File: src/rtl/timer_mc.sv
// -----------------------------------------------------------------------------
// timer_mc -- multi-channel general-purpose timer with a memory-mapped
// register window on the peripheral data bus.
//
// Each channel has a prescaler, an up-counter with compare/auto-reload,
// single-shot mode, a sticky match flag and a registered interrupt output.
// Channel n occupies addresses n*0x20 .. n*0x20+0x1F:
//   0x00 CR   [0] trg (write-1 pulse, reads 0) [1] hlt [2] sngl [3] ie
//   0x04 SR   [0] mtch (W1C) [1] act (RO) [2] capf (W1C, capture build only)
//   0x08 CNTR counter value
//   0x0C CMPR compare value
//   0x10 PSCR prescaler reload value
//   0x14 CAPR captured counter value (capture build only)
//
// Optional feature macro: TIMER_MC_CAPTURE_EN
//   defined   -> rising edge of cap_in[n] latches the counter into CAPR[n]
//                and sets capf; capf & ie also raises irq[n].
//   undefined -> cap_in is ignored, CAPR and SR[2] read 0.
//
// Ports:
//   clk     in   system clock
//   rst     in   synchronous active-high reset
//   req     in   bus request
//   gnt     out  bus grant, combinational copy of req
//   we      in   write enable
//   addr    in   [11:0] byte address within the window
//   wdata   in   [31:0] write data
//   rvalid  out  response valid, one cycle after an accepted request
//   rdata   out  [31:0] read data, valid with rvalid (0 for writes)
//   irq     out  [NUM_CH-1:0] per-channel interrupt, registered
//   cap_in  in   [NUM_CH-1:0] capture strobes
// -----------------------------------------------------------------------------
module timer_mc #(
  parameter int NUM_CH    = 4,
  parameter int CNT_WIDTH = 32,
  parameter int PSC_WIDTH = 16
) (
  input  logic              clk,
  input  logic              rst,
  input  logic              req,
  output logic              gnt,
  input  logic              we,
  input  logic [11:0]       addr,
  input  logic [31:0]       wdata,
  output logic              rvalid,
  output logic [31:0]       rdata,
  output logic [NUM_CH-1:0] irq,
  input  logic [NUM_CH-1:0] cap_in
);

  typedef enum logic {
    ST_STOPPED = 1'b0,
    ST_RUNNING = 1'b1
  } state_t;

  localparam logic [CNT_WIDTH-1:0] CNT_ONE  = CNT_WIDTH'(1);
  localparam logic [CNT_WIDTH-1:0] CNT_ZERO = {CNT_WIDTH{1'b0}};
  localparam logic [PSC_WIDTH-1:0] PSC_ONE  = PSC_WIDTH'(1);
  localparam logic [PSC_WIDTH-1:0] PSC_ZERO = {PSC_WIDTH{1'b0}};

  // Channel state
  state_t               state_q   [NUM_CH];
  logic [NUM_CH-1:0]    hlt_q;
  logic [NUM_CH-1:0]    sngl_q;
  logic [NUM_CH-1:0]    ie_q;
  logic [NUM_CH-1:0]    mtch_q;
  logic [CNT_WIDTH-1:0] cnt_q     [NUM_CH];
  logic [CNT_WIDTH-1:0] cmp_q     [NUM_CH];
  logic [PSC_WIDTH-1:0] psc_q     [NUM_CH];
  logic [PSC_WIDTH-1:0] psc_cnt_q [NUM_CH];

  // Bus response and interrupt registers
  logic                 rvalid_q;
  logic [31:0]          rdata_q;
  logic [NUM_CH-1:0]    irq_q;

  // Decode and datapath helpers
  logic                 acc_wr_s;
  logic                 acc_rd_s;
  logic [NUM_CH-1:0]    hit_s;
  logic [NUM_CH-1:0]    wr_cr_s;
  logic [NUM_CH-1:0]    wr_sr_s;
  logic [NUM_CH-1:0]    wr_cnt_s;
  logic [NUM_CH-1:0]    wr_cmp_s;
  logic [NUM_CH-1:0]    wr_psc_s;
  logic [NUM_CH-1:0]    tick_s;
  logic [NUM_CH-1:0]    match_s;
  logic [31:0]          ch_rd_s   [NUM_CH];
  logic [31:0]          rd_val_s;

  // Capture view seen by the read mux and the interrupt logic
  logic [NUM_CH-1:0]    capf_s;
  logic [CNT_WIDTH-1:0] capr_s    [NUM_CH];

  assign gnt      = req;
  assign acc_wr_s = req & we;
  assign acc_rd_s = req & ~we;

  assign rvalid   = rvalid_q;
  assign rdata    = rdata_q;
  assign irq      = irq_q;

  // Address decode, prescaler tick and compare match per channel.
  // Channel indices >= NUM_CH never hit, so those accesses fall through.
  always_comb begin
    for (int c = 0; c < NUM_CH; c++) begin
      hit_s[c]    = (addr[11:5] == 7'(c));
      wr_cr_s[c]  = acc_wr_s & hit_s[c] & (addr[4:0] == 5'h00);
      wr_sr_s[c]  = acc_wr_s & hit_s[c] & (addr[4:0] == 5'h04);
      wr_cnt_s[c] = acc_wr_s & hit_s[c] & (addr[4:0] == 5'h08);
      wr_cmp_s[c] = acc_wr_s & hit_s[c] & (addr[4:0] == 5'h0C);
      wr_psc_s[c] = acc_wr_s & hit_s[c] & (addr[4:0] == 5'h10);
      tick_s[c]   = (state_q[c] == ST_RUNNING) & ~hlt_q[c] &
                    (psc_cnt_q[c] == psc_q[c]);
      match_s[c]  = tick_s[c] & (cnt_q[c] == cmp_q[c]);
    end
  end

  // Read mux: each channel builds its register value, only the addressed
  // channel is OR-ed into the response.
  always_comb begin
    rd_val_s = 32'd0;
    for (int c = 0; c < NUM_CH; c++) begin
      ch_rd_s[c] = 32'd0;
      case (addr[4:0])
        5'h00:   ch_rd_s[c][3:0] = {ie_q[c], sngl_q[c], hlt_q[c], 1'b0};
        5'h04:   ch_rd_s[c][2:0] = {capf_s[c], (state_q[c] == ST_RUNNING), mtch_q[c]};
        5'h08:   ch_rd_s[c][CNT_WIDTH-1:0] = cnt_q[c];
        5'h0C:   ch_rd_s[c][CNT_WIDTH-1:0] = cmp_q[c];
        5'h10:   ch_rd_s[c][PSC_WIDTH-1:0] = psc_q[c];
        5'h14:   ch_rd_s[c][CNT_WIDTH-1:0] = capr_s[c];
        default: ch_rd_s[c] = 32'd0;
      endcase
      rd_val_s = rd_val_s | (ch_rd_s[c] & {32{acc_rd_s & hit_s[c]}});
    end
  end

  // Channel FSMs, counters, software-visible registers and bus response.
  // Later assignments win: trg restart over tick, SW CNTR write over tick,
  // hardware match set over SW mtch clear.
  always_ff @(posedge clk) begin
    if (rst) begin
      rvalid_q <= 1'b0;
      rdata_q  <= 32'd0;
      irq_q    <= {NUM_CH{1'b0}};
      hlt_q    <= {NUM_CH{1'b0}};
      sngl_q   <= {NUM_CH{1'b0}};
      ie_q     <= {NUM_CH{1'b0}};
      mtch_q   <= {NUM_CH{1'b0}};
      for (int c = 0; c < NUM_CH; c++) begin
        state_q[c]   <= ST_STOPPED;
        cnt_q[c]     <= CNT_ZERO;
        cmp_q[c]     <= CNT_ZERO;
        psc_q[c]     <= PSC_ZERO;
        psc_cnt_q[c] <= PSC_ZERO;
      end
    end else begin
      rvalid_q <= req;
      rdata_q  <= rd_val_s;
      for (int c = 0; c < NUM_CH; c++) begin
        irq_q[c] <= ie_q[c] & (mtch_q[c] | capf_s[c]);

        if ((state_q[c] == ST_RUNNING) && !hlt_q[c]) begin
          if (tick_s[c]) begin
            psc_cnt_q[c] <= PSC_ZERO;
            if (match_s[c]) begin
              cnt_q[c] <= CNT_ZERO;
              if (sngl_q[c]) begin
                state_q[c] <= ST_STOPPED;
              end
            end else begin
              cnt_q[c] <= cnt_q[c] + CNT_ONE;
            end
          end else begin
            psc_cnt_q[c] <= psc_cnt_q[c] + PSC_ONE;
          end
        end

        if (wr_cr_s[c]) begin
          hlt_q[c]  <= wdata[1];
          sngl_q[c] <= wdata[2];
          ie_q[c]   <= wdata[3];
          if (wdata[0]) begin
            state_q[c]   <= ST_RUNNING;
            cnt_q[c]     <= CNT_ZERO;
            psc_cnt_q[c] <= PSC_ZERO;
          end
        end

        if (wr_cnt_s[c]) begin
          cnt_q[c] <= wdata[CNT_WIDTH-1:0];
        end
        if (wr_cmp_s[c]) begin
          cmp_q[c] <= wdata[CNT_WIDTH-1:0];
        end
        if (wr_psc_s[c]) begin
          psc_q[c] <= wdata[PSC_WIDTH-1:0];
        end

        if (wr_sr_s[c] && wdata[0]) begin
          mtch_q[c] <= 1'b0;
        end
        if (match_s[c]) begin
          mtch_q[c] <= 1'b1;
        end
      end
    end
  end

`ifdef TIMER_MC_CAPTURE_EN
  logic [NUM_CH-1:0]    cap_prev_q;
  logic [NUM_CH-1:0]    capf_q;
  logic [CNT_WIDTH-1:0] capr_q [NUM_CH];
  logic [NUM_CH-1:0]    cap_rise_s;

  // Rising-edge detect against the previous strobe value; expose capture regs.
  always_comb begin
    cap_rise_s = cap_in & ~cap_prev_q;
    capf_s     = capf_q;
    for (int c = 0; c < NUM_CH; c++) begin
      capr_s[c] = capr_q[c];
    end
  end

  // Capture registers; cnt_q is sampled before this edge's tick update,
  // so a capture coinciding with a tick latches the pre-increment value.
  always_ff @(posedge clk) begin
    if (rst) begin
      cap_prev_q <= {NUM_CH{1'b0}};
      capf_q     <= {NUM_CH{1'b0}};
      for (int c = 0; c < NUM_CH; c++) begin
        capr_q[c] <= CNT_ZERO;
      end
    end else begin
      cap_prev_q <= cap_in;
      for (int c = 0; c < NUM_CH; c++) begin
        if (cap_rise_s[c]) begin
          capr_q[c] <= cnt_q[c];
        end
        if (wr_sr_s[c] && wdata[2]) begin
          capf_q[c] <= 1'b0;
        end
        if (cap_rise_s[c]) begin
          capf_q[c] <= 1'b1;
        end
      end
    end
  end
`else
  logic unused_cap_s;

  assign unused_cap_s = ^cap_in;

  // Without capture support the capture view is constant zero.
  always_comb begin
    capf_s = {NUM_CH{1'b0}};
    for (int c = 0; c < NUM_CH; c++) begin
      capr_s[c] = CNT_ZERO;
    end
  end
`endif

endmodule

File: config.mk
export PLATFORM = sky130hd
export DESIGN_NAME = timer_mc
export DESIGN_NICKNAME = d
export VERILOG_FILES = /design/src/rtl/timer_mc.sv
export SDC_FILE = /design/constraint.sdc
export NUM_CORES = 1
export LEC_CHECK = 0
export ABC_AREA = 1
export CORE_MARGIN = 3
export CORE_UTILIZATION = 35
export DETAILED_ROUTE_END_ITERATION = 10
export MAX_ROUTING_LAYER = met4
export PLACE_DENSITY = 0.59
export SLEW_MARGIN = 40
export SYNTH_ARGS = -nofsm -noshare
export SYNTH_HDL_FRONTEND = slang
export SYNTH_SLANG_ARGS = --single-unit
File: constraint.sdc
create_clock -name clk -period 3.75 [get_ports clk]
set_input_delay 0.375 -clock clk [delete_from_list [all_inputs] [get_ports clk]]
set_output_delay 0.375 -clock clk [all_outputs]
set_load 0.03 [all_outputs]
==> key figures <==
Run status
  – Status: complete, no violations

Worst setup path
  – CP Launch Type: flop
  – Critical path type: flop to flop
  – Slowest stage delay, CP: 0.42 ns
  – Worst EP arrival: 2.93 ns
  – Crit path required time: 4.09 ns
  – Reg2reg path depth: 11
  – Buf/Inv on CP: 1
  – Peak fanout along the critical path: 24
  – Crit path max-delay family: simple AND/OR/NAND/NOR gates
  – Slowest cell on the critical path: edfxtp_1
  – Critical path's most frequent cell: nand2_1
  – R2R setup slack: 1.17 ns
  – Critical path endpoint category: flop
  – Cell chain of the critical path: inv_1 -> nand2_1 -> nand2_1 -> nor2_1 -> nand2_1 -> nor2_1 -> nand2_1 -> nor2_1 -> nor2_4 -> nand2_4 -> o21ai_0
  – R2r endpoint: cnt_q[3][3]$_DFFE_PP_
  – R2r startpoint: cnt_q[3][28]$_DFFE_PP_

Clock tree
  – Clk_lat worst skew: 0.61 ns
  – Worst-path clk slew: 0.06 ns
  – Clock Path Buffers: 3
  – CTS buffer count: 52
  – CTS tree: yes
  – # hold bufs at CTS: 0
  – Post-CTS setup buffer count: 0
  – Root Driver: clkbuf_16
  – Cts repair resizes: 0
  – Num Clock Sinks: 441
  – CTS HTree Levels: 2

Routing
  – WL/cell: 19.8 um
  – DR vias/cell: 5.20
  – DRT antenna net count: 0
  – Initial DRC count: 2574
  – Vias: 23.4k
  – Routed WL: 88.9 mm
  – 1st-pass router iterations: 6
  – DRC Markers: 0

Power
  – Net Sw Frac: 0.246
  – Internal power: 9.03 mW
  – Peak VDD IR: 0.000353 V
  – Comb pwr share: 0.071
  – Clk network pwr share: 0.448
  – Pwr Total: 12.0 mW
  – Pwr per Cell Area: 395 mW/mm2
  – Flop pwr share: 0.480
  – Net Switching: 2.94 mW
  – Leak: 12.2 nW

Yosys
  – Distinct cells, synth: 44
  – Post-Syn Nets: 3455
  – Mapped Avg Cell Area: 7.82 um2
  – Largest area contributor in the netlist: edfxtp_1
  – Commonest cells post-synth: nand2_1, nor2_1, inv_1
  – Main synth FF type: edfxtp_1
  – Synthesized flop and latch total: 441
  – Synth top area share: 0.439
  – Sequential share of the synthesized area: 0.479
  – Synth Instances: 3395
  – Count leader, synth: nand2_1
  – Netlist Area Pre-Place: 0.0266 mm2
  – YS warnings: 0
  – Synth area leaders: edfxtp_1, nand2_1, nor2_1
  – EDFF count, synth: 388
  – Async S/R FF share, synth: 0

Floorplan
  – I/O pins: 90
  – Initial core utilization: 0.355
  – # rows: 100
  – Chip height: 281 um
  – Die span in x: 281 um
  – Core area: 0.0748 mm2
  – Total Die Area: 0.0792 mm2

STA
  – Pins Over Slew Limit: 0
  – Min Tclk post-route: 2.58 ns
  – Max_slew headroom: 0.367
  – Final Skew: 0.0259 ns
  – Number of hold violations in the final report: 0
  – Crit share post-route: 0.689
  – Setup violations, final: 0
  – RSZ-0062 raised after global routing: false
  – Max Fclk: 387 MHz
  – Worst Tran Pin Value: 0.943 ns
  – Fin Hold WS: 0.223 ns
  – Setup WS post-layout: 1.17 ns

Cells and area
  – Non-Filler Instances: 4492
  – Fill cells: 7611
  – P&R area growth vs syn: 14.3%
  – Share of cells above drive strength 1: 0.0687
  – Nets: 3540
  – Antenna Cells: 0

Flow run
  – Max-cap violations: 0

Min path
  – Hold_sp: rst
  – Hold Path Depth: 2
  – Hold WC Path Type: input pin to flop
  – Min-Delay Endpoint: rvalid$_SDFF_PP0_

GRT
  – Largest net degree at the start of global routing: 119
  – Global-route usage over all layers: 0.229
  – Vias in the first global route: 22.1k
  – Global-route wire length before repair: 134 mm
  – Overflow after GRT: 0
  – Antenna violations before repair: 1

Place
  – Final HPWL DP: 65.6 mm
  – Cell count after placement: 4395
  – Routability cong.: 0.971
  – Worst Setup Slack post-DPL: 0.731 ns
  – Port bufs: 85
## state kept, by name, summed over array words and instances, names as in the netlist, 32 cells and up
register / flops
cmp_q: 128
cnt_q: 128
psc_cnt_q: 64
psc_q: 64
rdata: 32
## metal layers
metal,GRT usage,vias up,part of all wire
met1,0.309,11079,0.44
met5,-,-,0
met3,0.0300,162,0.078
met4,0.0834,0,0.039
met2,0.352,925,0.45
li1,-,11211,-
## worst max path at each step
stage                     slack [ns]  cells after the start                       start                         end
after floorplan                -0.13                      5                     addr[1]   cmp_q[2][0]$_SDFFCE_PN0P_
after global placement          0.81                     10                     addr[3]       cnt_q[3][3]$_DFFE_PP_
after detailed placement        0.73                     10                     addr[3]       cnt_q[3][2]$_DFFE_PP_
after CTS                       1.17                     12  cnt_q[2][29]$_SDFFCE_PN0P_  cnt_q[2][15]$_SDFFCE_PN0P_
after global routing            1.01                     11      cnt_q[3][28]$_DFFE_PP_       cnt_q[3][3]$_DFFE_PP_
final                           1.17                     11      cnt_q[3][28]$_DFFE_PP_       cnt_q[3][3]$_DFFE_PP_
## cells in the final DEF, fill, tap and decap left out, types with 8 or more instances in the layout
master           count
nand2_1           1028
nor2_1             500
inv_1              424
edfxtp_1           388
xor2_1             153
o21ai_0            122
nand3_1             94
o22ai_1             84
clkdlybuf4s50_1     84
nand4_1             73
nor3_1              72
clkbuf_16           54
dfxtp_1             53
o21ai_2             50
buf_4               49
a21oi_1             41
xnor2_1             31
o21ai_1             28
o221ai_1            25
a31oi_1             18
clkbuf_1            16
nor2_2              14
inv_2               14
o211ai_1             9
nor3b_1              8
ha_1                 8
## logic make-up (layout without fill, tap and decap cells)
group / count (synthesis) / after routing / synth area share
AOI/OAI and AO/OA: 381 / 381 / 0.0883
xor gates and xnor gates: 184 / 184 / 0.0607
adders and majority gates: 8 / 8 / 0.00377
buffers and inverters: 546 / 674 / 0.0831
DFF: 441 / 441 / 0.479
and+or+nand+nor: 1835 / 1835 / 0.285
## area by class of cell
| type | count | area, um2 | area share |
|---|---|---|---|
| tap | 969 | 1210 | 0.0400 |
| clock inverter | 22 | 299 | 0.00986 |
| clock buffer | 75 | 1480 | 0.0488 |
| inverter | 438 | 1640 | 0.0542 |
| sequential | 441 | 12700 | 0.419 |
| timing repair buffer | 139 | 1310 | 0.0431 |
| multi-input combinational | 2408 | 11700 | 0.385 |
## power groups by stage
stage / registers, mW / logic, mW / clock network, mW
floorplan: 5.78 / 0.525 / 0
global placement: 5.84 / 0.833 / 0
detailed placement: 5.85 / 0.840 / 0
CTS: 5.75 / 0.846 / 5.46
finish: 5.75 / 0.854 / 5.37
global route: 5.78 / 0.943 / 5.64
## metrics by stage
step | utilization | area, um2 | setup TNS [ns]
6_report | 0.405 | 30300 | 0
5_1_grt | 0.405 | 30300 | 0
4_1_cts | 0.405 | 30300 | 0
3_5_place_dp | 0.382 | 28600 | 0
3_3_place_gp | 0.381 | 28500 | 0
2_1_floorplan | - | 26600 | -8.63
Note: power is estimated with default switching activity, not from simulation.
